<file path="src/rtl/mem_arb_pkg.sv">
// -----------------------------------------------------------------------------
// mem_arb_pkg
// Shared definitions for the two-requester memory arbiter:
//   - arbiter FSM state encoding (arb_state_e)
//   - default block address / data widths
//   - requester identifiers used by the grant pick and the last-served pointer
// -----------------------------------------------------------------------------
package mem_arb_pkg;

  // Default widths: 28-bit block address (16-byte blocks), 128-bit block.
  localparam int MEM_ARB_ADDR_W  = 28;
  localparam int MEM_ARB_BLOCK_W = 128;

  // Requester identifiers.
  localparam logic REQ_I = 1'b0;
  localparam logic REQ_D = 1'b1;

  typedef enum logic [2:0] {
    IDLE   = 3'd0,
    GNT_I  = 3'd1,
    GNT_D  = 3'd2,
    DONE_I = 3'd3,
    DONE_D = 3'd4
  } arb_state_e;

endpackage

</file>
<file path="src/rtl/mem_arbiter_if.sv">
// -----------------------------------------------------------------------------
// mem_arbiter_if
// Bundles the instruction-side, data-side and shared memory-port signals of the
// arbiter.
//   I side  : I_READ, I_ADDR          -> I_BUSYWAIT, I_READDATA
//   D side  : D_READ, D_WRITE, D_ADDR, D_WRITEDATA -> D_BUSYWAIT, D_READDATA
//   Memory  : MEM_READ, MEM_WRITE, MEM_ADDR, MEM_WRITEDATA -> memory
//             MEM_READDATA, MEM_BUSYWAIT <- memory
// Modports:
//   slave  : the arbiter's view
//   master : the surrounding environment (requesters plus memory)
// Handshake: a requester raises its request and holds it while its BUSYWAIT is
// high; the single cycle with BUSYWAIT low marks completion, with read data
// valid on x_READDATA in that cycle. The memory holds MEM_BUSYWAIT high while
// it is not done; the first command cycle with MEM_BUSYWAIT low completes it.
// -----------------------------------------------------------------------------
interface mem_arbiter_if
  import mem_arb_pkg::*;
#(
  parameter int ADDR_W  = MEM_ARB_ADDR_W,
  parameter int BLOCK_W = MEM_ARB_BLOCK_W
) ();

  logic               I_READ;
  logic [ADDR_W-1:0]  I_ADDR;
  logic               I_BUSYWAIT;
  logic [BLOCK_W-1:0] I_READDATA;

  logic               D_READ;
  logic               D_WRITE;
  logic [ADDR_W-1:0]  D_ADDR;
  logic [BLOCK_W-1:0] D_WRITEDATA;
  logic               D_BUSYWAIT;
  logic [BLOCK_W-1:0] D_READDATA;

  logic               MEM_READ;
  logic               MEM_WRITE;
  logic [ADDR_W-1:0]  MEM_ADDR;
  logic [BLOCK_W-1:0] MEM_WRITEDATA;
  logic [BLOCK_W-1:0] MEM_READDATA;
  logic               MEM_BUSYWAIT;

  modport slave (
    input  I_READ, I_ADDR,
    input  D_READ, D_WRITE, D_ADDR, D_WRITEDATA,
    input  MEM_READDATA, MEM_BUSYWAIT,
    output I_BUSYWAIT, I_READDATA,
    output D_BUSYWAIT, D_READDATA,
    output MEM_READ, MEM_WRITE, MEM_ADDR, MEM_WRITEDATA
  );

  modport master (
    output I_READ, I_ADDR,
    output D_READ, D_WRITE, D_ADDR, D_WRITEDATA,
    output MEM_READDATA, MEM_BUSYWAIT,
    input  I_BUSYWAIT, I_READDATA,
    input  D_BUSYWAIT, D_READDATA,
    input  MEM_READ, MEM_WRITE, MEM_ADDR, MEM_WRITEDATA
  );

endinterface

</file>
<file path="src/rtl/mem_arb_pick.sv">
// -----------------------------------------------------------------------------
// mem_arb_pick
// Combinational grant selection between the I and D requesters.
// Ports:
//   i_req_i     : I side has a request pending
//   d_req_i     : D side has a request pending
//   last_i      : side served last (REQ_I / REQ_D)
//   gnt_valid_o : some request is pending
//   gnt_side_o  : side to grant (REQ_I / REQ_D), meaningful with gnt_valid_o
// On a tie the side that was not served last wins. Tying last_i to REQ_I
// turns this into fixed D-over-I priority.
// -----------------------------------------------------------------------------
module mem_arb_pick
  import mem_arb_pkg::*;
(
  input  logic i_req_i,
  input  logic d_req_i,
  input  logic last_i,
  output logic gnt_valid_o,
  output logic gnt_side_o
);

  always_comb begin
    gnt_valid_o = i_req_i | d_req_i;
    gnt_side_o  = REQ_D;
    if (i_req_i && d_req_i) begin
      gnt_side_o = (last_i == REQ_D) ? REQ_I : REQ_D;
    end else if (i_req_i) begin
      gnt_side_o = REQ_I;
    end
  end

endmodule

</file>
<file path="src/rtl/mem_arbiter.sv">
// -----------------------------------------------------------------------------
// mem_arbiter
// Shares one block-wide memory port between an instruction-side reader and a
// data-side reader/writer.
// Ports:
//   CLK        : sole clock, all state on posedge
//   RESET      : synchronous active-high reset
//   bus        : mem_arbiter_if.slave (requester and memory signals)
//   DBG_STATE  : current FSM state, for observation only
// FSM: IDLE -> GNT_x (memory command held) -> DONE_x (x_BUSYWAIT low one
// cycle) -> IDLE. The MEM_* command, address and write data are registered at
// grant and held until the memory completes, so requester-side changes during
// a grant never reach the memory port.
// Configuration macro: MEM_ARB_ROUND_ROBIN_EN
//   undefined : fixed priority, D wins a tie, no pointer register
//   defined   : 1-bit last-served pointer, tie goes to the other side;
//               pointer updated on entry to DONE_x, reset to the I side
// -----------------------------------------------------------------------------
module mem_arbiter
  import mem_arb_pkg::*;
#(
  parameter int ADDR_W  = MEM_ARB_ADDR_W,
  parameter int BLOCK_W = MEM_ARB_BLOCK_W
) (
  input  logic       CLK,
  input  logic       RESET,
  mem_arbiter_if.slave bus,
  output arb_state_e DBG_STATE
);

  arb_state_e         state_q;
  logic               mem_read_q;
  logic               mem_write_q;
  logic [ADDR_W-1:0]  mem_addr_q;
  logic [BLOCK_W-1:0] mem_wdata_q;
  logic [BLOCK_W-1:0] i_rdata_q;
  logic [BLOCK_W-1:0] d_rdata_q;

  logic i_req;
  logic d_req;
  logic d_is_write;
  logic last_served;
  logic gnt_valid;
  logic gnt_side;

  assign i_req      = bus.I_READ;
  assign d_req      = bus.D_READ | bus.D_WRITE;
  // A simultaneous D_READ and D_WRITE is a write; the read is ignored.
  assign d_is_write = bus.D_WRITE;

`ifdef MEM_ARB_ROUND_ROBIN_EN
  logic last_q;
  assign last_served = last_q;
`else
  // Pretending the I side was always served last makes D win every tie.
  assign last_served = REQ_I;
`endif

  mem_arb_pick u_pick (
    .i_req_i     (i_req),
    .d_req_i     (d_req),
    .last_i      (last_served),
    .gnt_valid_o (gnt_valid),
    .gnt_side_o  (gnt_side)
  );

  always_ff @(posedge CLK) begin
    if (RESET) begin
      state_q     <= IDLE;
      mem_read_q  <= 1'b0;
      mem_write_q <= 1'b0;
      mem_addr_q  <= '0;
      mem_wdata_q <= '0;
      i_rdata_q   <= '0;
      d_rdata_q   <= '0;
`ifdef MEM_ARB_ROUND_ROBIN_EN
      last_q      <= REQ_I;
`endif
    end else begin
      case (state_q)
        IDLE: begin
          if (gnt_valid) begin
            if (gnt_side == REQ_D) begin
              mem_read_q  <= ~d_is_write;
              mem_write_q <= d_is_write;
              mem_addr_q  <= bus.D_ADDR;
              if (d_is_write) begin
                mem_wdata_q <= bus.D_WRITEDATA;
              end
              state_q <= GNT_D;
            end else begin
              mem_read_q  <= 1'b1;
              mem_write_q <= 1'b0;
              mem_addr_q  <= bus.I_ADDR;
              state_q     <= GNT_I;
            end
          end
        end

        GNT_I: begin
          if (!bus.MEM_BUSYWAIT) begin
            if (mem_read_q) begin
              i_rdata_q <= bus.MEM_READDATA;
            end
            mem_read_q  <= 1'b0;
            mem_write_q <= 1'b0;
            state_q     <= DONE_I;
`ifdef MEM_ARB_ROUND_ROBIN_EN
            last_q      <= REQ_I;
`endif
          end
        end

        GNT_D: begin
          if (!bus.MEM_BUSYWAIT) begin
            // Writes leave D_READDATA untouched.
            if (mem_read_q) begin
              d_rdata_q <= bus.MEM_READDATA;
            end
            mem_read_q  <= 1'b0;
            mem_write_q <= 1'b0;
            state_q     <= DONE_D;
`ifdef MEM_ARB_ROUND_ROBIN_EN
            last_q      <= REQ_D;
`endif
          end
        end

        DONE_I, DONE_D: begin
          state_q <= IDLE;
        end

        default: begin
          state_q <= IDLE;
        end
      endcase
    end
  end

  // Stall whenever a request is up, except in that side's completion cycle.
  // A withdrawn request simply stops stalling; the transaction still finishes.
  assign bus.I_BUSYWAIT    = i_req && (state_q != DONE_I);
  assign bus.D_BUSYWAIT    = d_req && (state_q != DONE_D);

  assign bus.I_READDATA    = i_rdata_q;
  assign bus.D_READDATA    = d_rdata_q;
  assign bus.MEM_READ      = mem_read_q;
  assign bus.MEM_WRITE     = mem_write_q;
  assign bus.MEM_ADDR      = mem_addr_q;
  assign bus.MEM_WRITEDATA = mem_wdata_q;
  assign DBG_STATE         = state_q;

endmodule
</file>
<file path="src/flat_wrapper.sv">
// flat-port wrapper written by rule: the top's interface ports become plain ports
module mem_arbiter_flat import mem_arb_pkg::*;
#(
  parameter int ADDR_W  = MEM_ARB_ADDR_W,
  parameter int BLOCK_W = MEM_ARB_BLOCK_W
)
  (CLK, RESET, DBG_STATE, bus_I_READ, bus_I_ADDR, bus_D_READ, bus_D_WRITE, bus_D_ADDR, bus_D_WRITEDATA, bus_MEM_READDATA, bus_MEM_BUSYWAIT, bus_I_BUSYWAIT, bus_I_READDATA, bus_D_BUSYWAIT, bus_D_READDATA, bus_MEM_READ, bus_MEM_WRITE, bus_MEM_ADDR, bus_MEM_WRITEDATA);
  mem_arbiter_if #(.ADDR_W(ADDR_W), .BLOCK_W(BLOCK_W)) bus_i ();
  input  logic CLK;
  input  logic RESET;
  output arb_state_e DBG_STATE;
  input wire logic [$bits(bus_i.I_READ)-1:0] bus_I_READ;
  input wire logic [$bits(bus_i.I_ADDR)-1:0] bus_I_ADDR;
  input wire logic [$bits(bus_i.D_READ)-1:0] bus_D_READ;
  input wire logic [$bits(bus_i.D_WRITE)-1:0] bus_D_WRITE;
  input wire logic [$bits(bus_i.D_ADDR)-1:0] bus_D_ADDR;
  input wire logic [$bits(bus_i.D_WRITEDATA)-1:0] bus_D_WRITEDATA;
  input wire logic [$bits(bus_i.MEM_READDATA)-1:0] bus_MEM_READDATA;
  input wire logic [$bits(bus_i.MEM_BUSYWAIT)-1:0] bus_MEM_BUSYWAIT;
  output wire logic [$bits(bus_i.I_BUSYWAIT)-1:0] bus_I_BUSYWAIT;
  output wire logic [$bits(bus_i.I_READDATA)-1:0] bus_I_READDATA;
  output wire logic [$bits(bus_i.D_BUSYWAIT)-1:0] bus_D_BUSYWAIT;
  output wire logic [$bits(bus_i.D_READDATA)-1:0] bus_D_READDATA;
  output wire logic [$bits(bus_i.MEM_READ)-1:0] bus_MEM_READ;
  output wire logic [$bits(bus_i.MEM_WRITE)-1:0] bus_MEM_WRITE;
  output wire logic [$bits(bus_i.MEM_ADDR)-1:0] bus_MEM_ADDR;
  output wire logic [$bits(bus_i.MEM_WRITEDATA)-1:0] bus_MEM_WRITEDATA;
  assign bus_i.I_READ = bus_I_READ;
  assign bus_i.I_ADDR = bus_I_ADDR;
  assign bus_i.D_READ = bus_D_READ;
  assign bus_i.D_WRITE = bus_D_WRITE;
  assign bus_i.D_ADDR = bus_D_ADDR;
  assign bus_i.D_WRITEDATA = bus_D_WRITEDATA;
  assign bus_i.MEM_READDATA = bus_MEM_READDATA;
  assign bus_i.MEM_BUSYWAIT = bus_MEM_BUSYWAIT;
  assign bus_I_BUSYWAIT = bus_i.I_BUSYWAIT;
  assign bus_I_READDATA = bus_i.I_READDATA;
  assign bus_D_BUSYWAIT = bus_i.D_BUSYWAIT;
  assign bus_D_READDATA = bus_i.D_READDATA;
  assign bus_MEM_READ = bus_i.MEM_READ;
  assign bus_MEM_WRITE = bus_i.MEM_WRITE;
  assign bus_MEM_ADDR = bus_i.MEM_ADDR;
  assign bus_MEM_WRITEDATA = bus_i.MEM_WRITEDATA;
  mem_arbiter #(.ADDR_W(ADDR_W), .BLOCK_W(BLOCK_W)) u_core (.CLK(CLK), .RESET(RESET), .bus(bus_i), .DBG_STATE(DBG_STATE));
endmodule
</file>
<file path="config.mk">
export PLATFORM = sky130hd
export DESIGN_NAME = mem_arbiter_flat
export DESIGN_NICKNAME = d
export VERILOG_FILES = /design/src/rtl/mem_arb_pkg.sv /design/src/rtl/mem_arbiter_if.sv /design/src/rtl/mem_arb_pick.sv /design/src/rtl/mem_arbiter.sv /design/src/flat_wrapper.sv
export SDC_FILE = /design/constraint.sdc
export NUM_CORES = 1
export LEC_CHECK = 0
export CORE_AREA = 2 2 291 293
export DETAILED_ROUTE_END_ITERATION = 8
export DIE_AREA = 0 0 293 295
export GPL_TIMING_DRIVEN = 0
export HOLD_SLACK_MARGIN = 0.12
export SKIP_LAST_GASP = 1
export SLEW_MARGIN = 20
export SYNTH_ARGS = -nofsm -noshare
export SYNTH_HDL_FRONTEND = slang
export SYNTH_SLANG_ARGS = --single-unit
</file>
<file path="constraint.sdc">
create_clock -name CLK -period 2.1 [get_ports CLK]
set_input_delay 0.42 -clock CLK [delete_from_list [all_inputs] [get_ports CLK]]
set_output_delay 0.42 -clock CLK [all_outputs]
set_load 0.03 [all_outputs]
</file>
==> run_results.csv <==
group,metric,value,unit
sta,hold_viol,0,
sta,maxSlewViolCount,0,
routing,ant_nets,0,
pwr,p_seq_share,40.2,%
setup_path,critPathLaunchType,"input pin",
synthesis,synth_cells,1922,
sta,fmax,466,MHz
pwr,switchingPower,6.08,mW
global_routing,track_usage,18.7,%
synthesis,synth.area.top_cells,"dfxtp_1 (52%), a21oi_1 (13%), o21ai_0 (8.8%)",
setup_path,cp_data_required_time,1.68,ns
global_routing,antenna_found_initial,13,
final_layout,drive_gt1_share,7.88,%
final_layout,ff_latch_area,0.00835,mm2
synthesis,yosys.area_share.simple,18.6,%
setup_path,cp_max_fo,10,
final_layout,multiInputGateArea,0.00676,mm2
synthesis,synth_edf_count,0,
synthesis,syn_area,0.0161,mm2
global_routing,grt_pass1_vias,17400,
synthesis,synthAdderAreaFrac,0,%
placed_design,port_buffers,734,
final_layout,final_cell_mix,"clkdlybuf4s50_1 (536), a21oi_1 (414), dfxtp_1 (414)",
clocking,root_buffer,"clkbuf_16",
sta,rsz0062_at_grt,"yes",
synthesis,async_flop_share,0,%
placed_design,dp.cells,3736,
synthesis,synth_xor_area_share,0.0544,%
routing,wire_per_inst,22.2,um
synthesis,yosysTopAreaCellShare,51.9,%
pwr,p_sw_share,29.3,%
outcome,status,"complete, but fails checks",
die,core.rowCount,106,
routing,drt_iter0_drc,916,
sta,fin_crit,2.15,ns
synthesis,yosys.area.top_type,"dfxtp_1",
die,die_w,293,um
die,die_h,295,um
die,ios,737,
synthesis,syn_area_per_cell,8.37,um2
clocking,cts_buffers,50,
routing,wirelength,85.2,mm
synthesis,synth_compound_gate_area_share,23.3,%
sta,skew,0.0386,ns
clocking,cts.sinks,417,
worst_hold_path,hold_path.class,"in -> reg",
die,coreArea,0.0832,mm2
sta,maxSlewHeadroom,34.5,%
setup_path,cp_data_arrival_time,1.73,ns
pwr,p_leak,10.3,nW
setup_path,path_class,"in -> out",
pwr,internal-power,14.7,mW
sta,hold_slack,0.354,ns
die,start_util,19.4,%
clocking,postCtsHoldBufs,0,
synthesis,synthFlopType,"dfxtp_1",
pwr,pwr-share-clk,42.8,%
die,fp.dieArea,0.0864,mm2
routing,drt_first_pass_iters,5,
clocking,cts_tree,"done",
final_layout,final_nets,3031,
synthesis,yosys-mux-area-fraction,0,%
clocking,clk_path_buf_depth,3,
final_layout,n_fill_cell,8877,
synthesis,synth-seq-area-share,51.9,%
sta,tns,-0.0476,ns
global_routing,grt_max_degree,14,
placed_design,dp_hpwl,65.2,mm
setup_path,end_kind,"output port",
clocking,insertion_delay,0.62,ns
final_layout,area_growth,65.1,%
placed_design,dp_slack,-1.19,ns
global_routing,grt_overflow,0,
placed_design,gp_congestion,0.907,
pwr,comb_power_share,17.0,%
routing,drcViolationCount,0,
outcome,violations,"negative setup slack",
clocking,path_clk_slew,0.07,ns
pwr,ir_drop,0.721,mV
clocking,h-tree-depth,2,
routing,via_count,17700,
setup_path,rrSetupSlack,0.09,ns
synthesis,synth_fp_nets,2240,
routing,avgViaCountPerCell,4.60,
sta,setup_viol,1,
final_layout,final_common_cell,"clkdlybuf4s50_1",
pwr,powerDensity,782,mW/mm2
synthesis,ys_seq_elements,417,
synthesis,yosysWarnings,0,
pwr,total_power,20.8,mW
synthesis,synth_top_family_by_area,"compound AO/OA/AOI/OAI gates",
sta,setup_ws,-0.0476,ns
sta,worstMarginPinSlew,0.982,ns
global_routing,grt_pass1_wl,120,mm
final_layout,final_cells,3839,
run,drv_cap,0,
sta,min_period_over_period,102,%
synthesis,synth.distinct_cells,33,
==> what timing repair did <==
action,CTS,global route
buffers inserted,3,1
pin swaps,1,1
setup endpoints to repair,286,248
hold endpoints to repair,0,0
cloned,1,1
resized for setup,191,84
==> per-layer routing <==
| layer | track usage, % | routed length (um) |
|---|---|---|
| met5 | 0 | 64 |
| met4 | 5.83 | 2630 |
| met3 | 5.62 | 7050 |
| met2 | 33.2 | 42300 |
| met1 | 21.5 | 33200 |
==> layout make-up <==
class                      count  area share, %
buffer                       211           4.05
tap                         1080           5.09
antenna                        6         0.0565
clock buffer                  70           5.37
clock inverter                22          0.857
inverter                       3         0.0424
multi-input combinational   1290           25.4
timing repair buffer         740           27.7
sequential                   417           31.4
==> flip-flops by register name, summed over array words and instances (netlist names) <==
signal	count
u_core.bus.I_READDATA	128
u_core.DBG_STATE	3
u_core.bus.MEM_ADDR	28
u_core.bus.MEM_WRITE	1
u_core.bus.MEM_WRITEDATA	128
u_core.bus.D_READDATA	128
u_core.bus.MEM_READ	1
==> per-stage QoR <==
step                utilization (%)  instance area (um2)
floorplan                         -                16100
global placement               29.8                24800
detailed placement             29.8                24800
CTS                            31.7                26400
global route                   31.9                26600
finish                         32.0                26600
==> final timing paths <==
kind / endpoint / from / cells past startpoint
min reg2reg: u_core.bus.MEM_WRITEDATA[84] / u_core.bus.MEM_WRITEDATA[84] / 2
min: u_core.bus.MEM_WRITEDATA[83] / bus_D_WRITEDATA[83] / 3
max: bus_D_BUSYWAIT / bus_D_WRITE / 6
max reg2reg: u_core.bus.D_READDATA[57] / u_core.DBG_STATE[0] / 6
==> kinds of logic after synthesis <==
kind of cell | Yosys count
XOR/XNOR | 1
flip-flops | 417
AO/OA/AOI/OAI | 731
buffers and inverters | 215
AND/OR/NAND/NOR | 558
==> cells in the mapped netlist (2+ instances only) <==
| cell | count |
|---|---|
| buf_4 | 12 |
| a21oi_1 | 414 |
| or4b_2 | 28 |
| a211oi_1 | 28 |
| or4b_4 | 2 |
| clkbuf_1 | 145 |
| inv_1 | 2 |
| dfxtp_1 | 417 |
| clkbuf_2 | 2 |
| buf_2 | 38 |
| nand2_1 | 256 |
| o21ai_0 | 283 |
| nor4b_2 | 2 |
| nand3b_1 | 128 |
| o21ai_1 | 2 |
| buf_6 | 14 |
| nor2_1 | 5 |
| nand3_1 | 129 |
==> worst max-delay path, cell delays in order <==
cell and delay, ns:
clkdlybuf4s15_1 0.35, clkbuf_4 0.27, nor2_2 0.07, buf_4 0.20
a21oi_1 0.15, clkbuf_4 0.25
==> power groups by stage <==
stage               registers (mW)  logic, mW  clock network, mW
floorplan                     9.08       1.05                  0
global placement              8.54       3.60                  0
detailed placement            8.54       3.59                  0
CTS                           8.37       3.55               9.11
global route                  8.39       3.75               9.41
finish                        8.36       3.53               8.90
(Power assumes the default switching activity.)
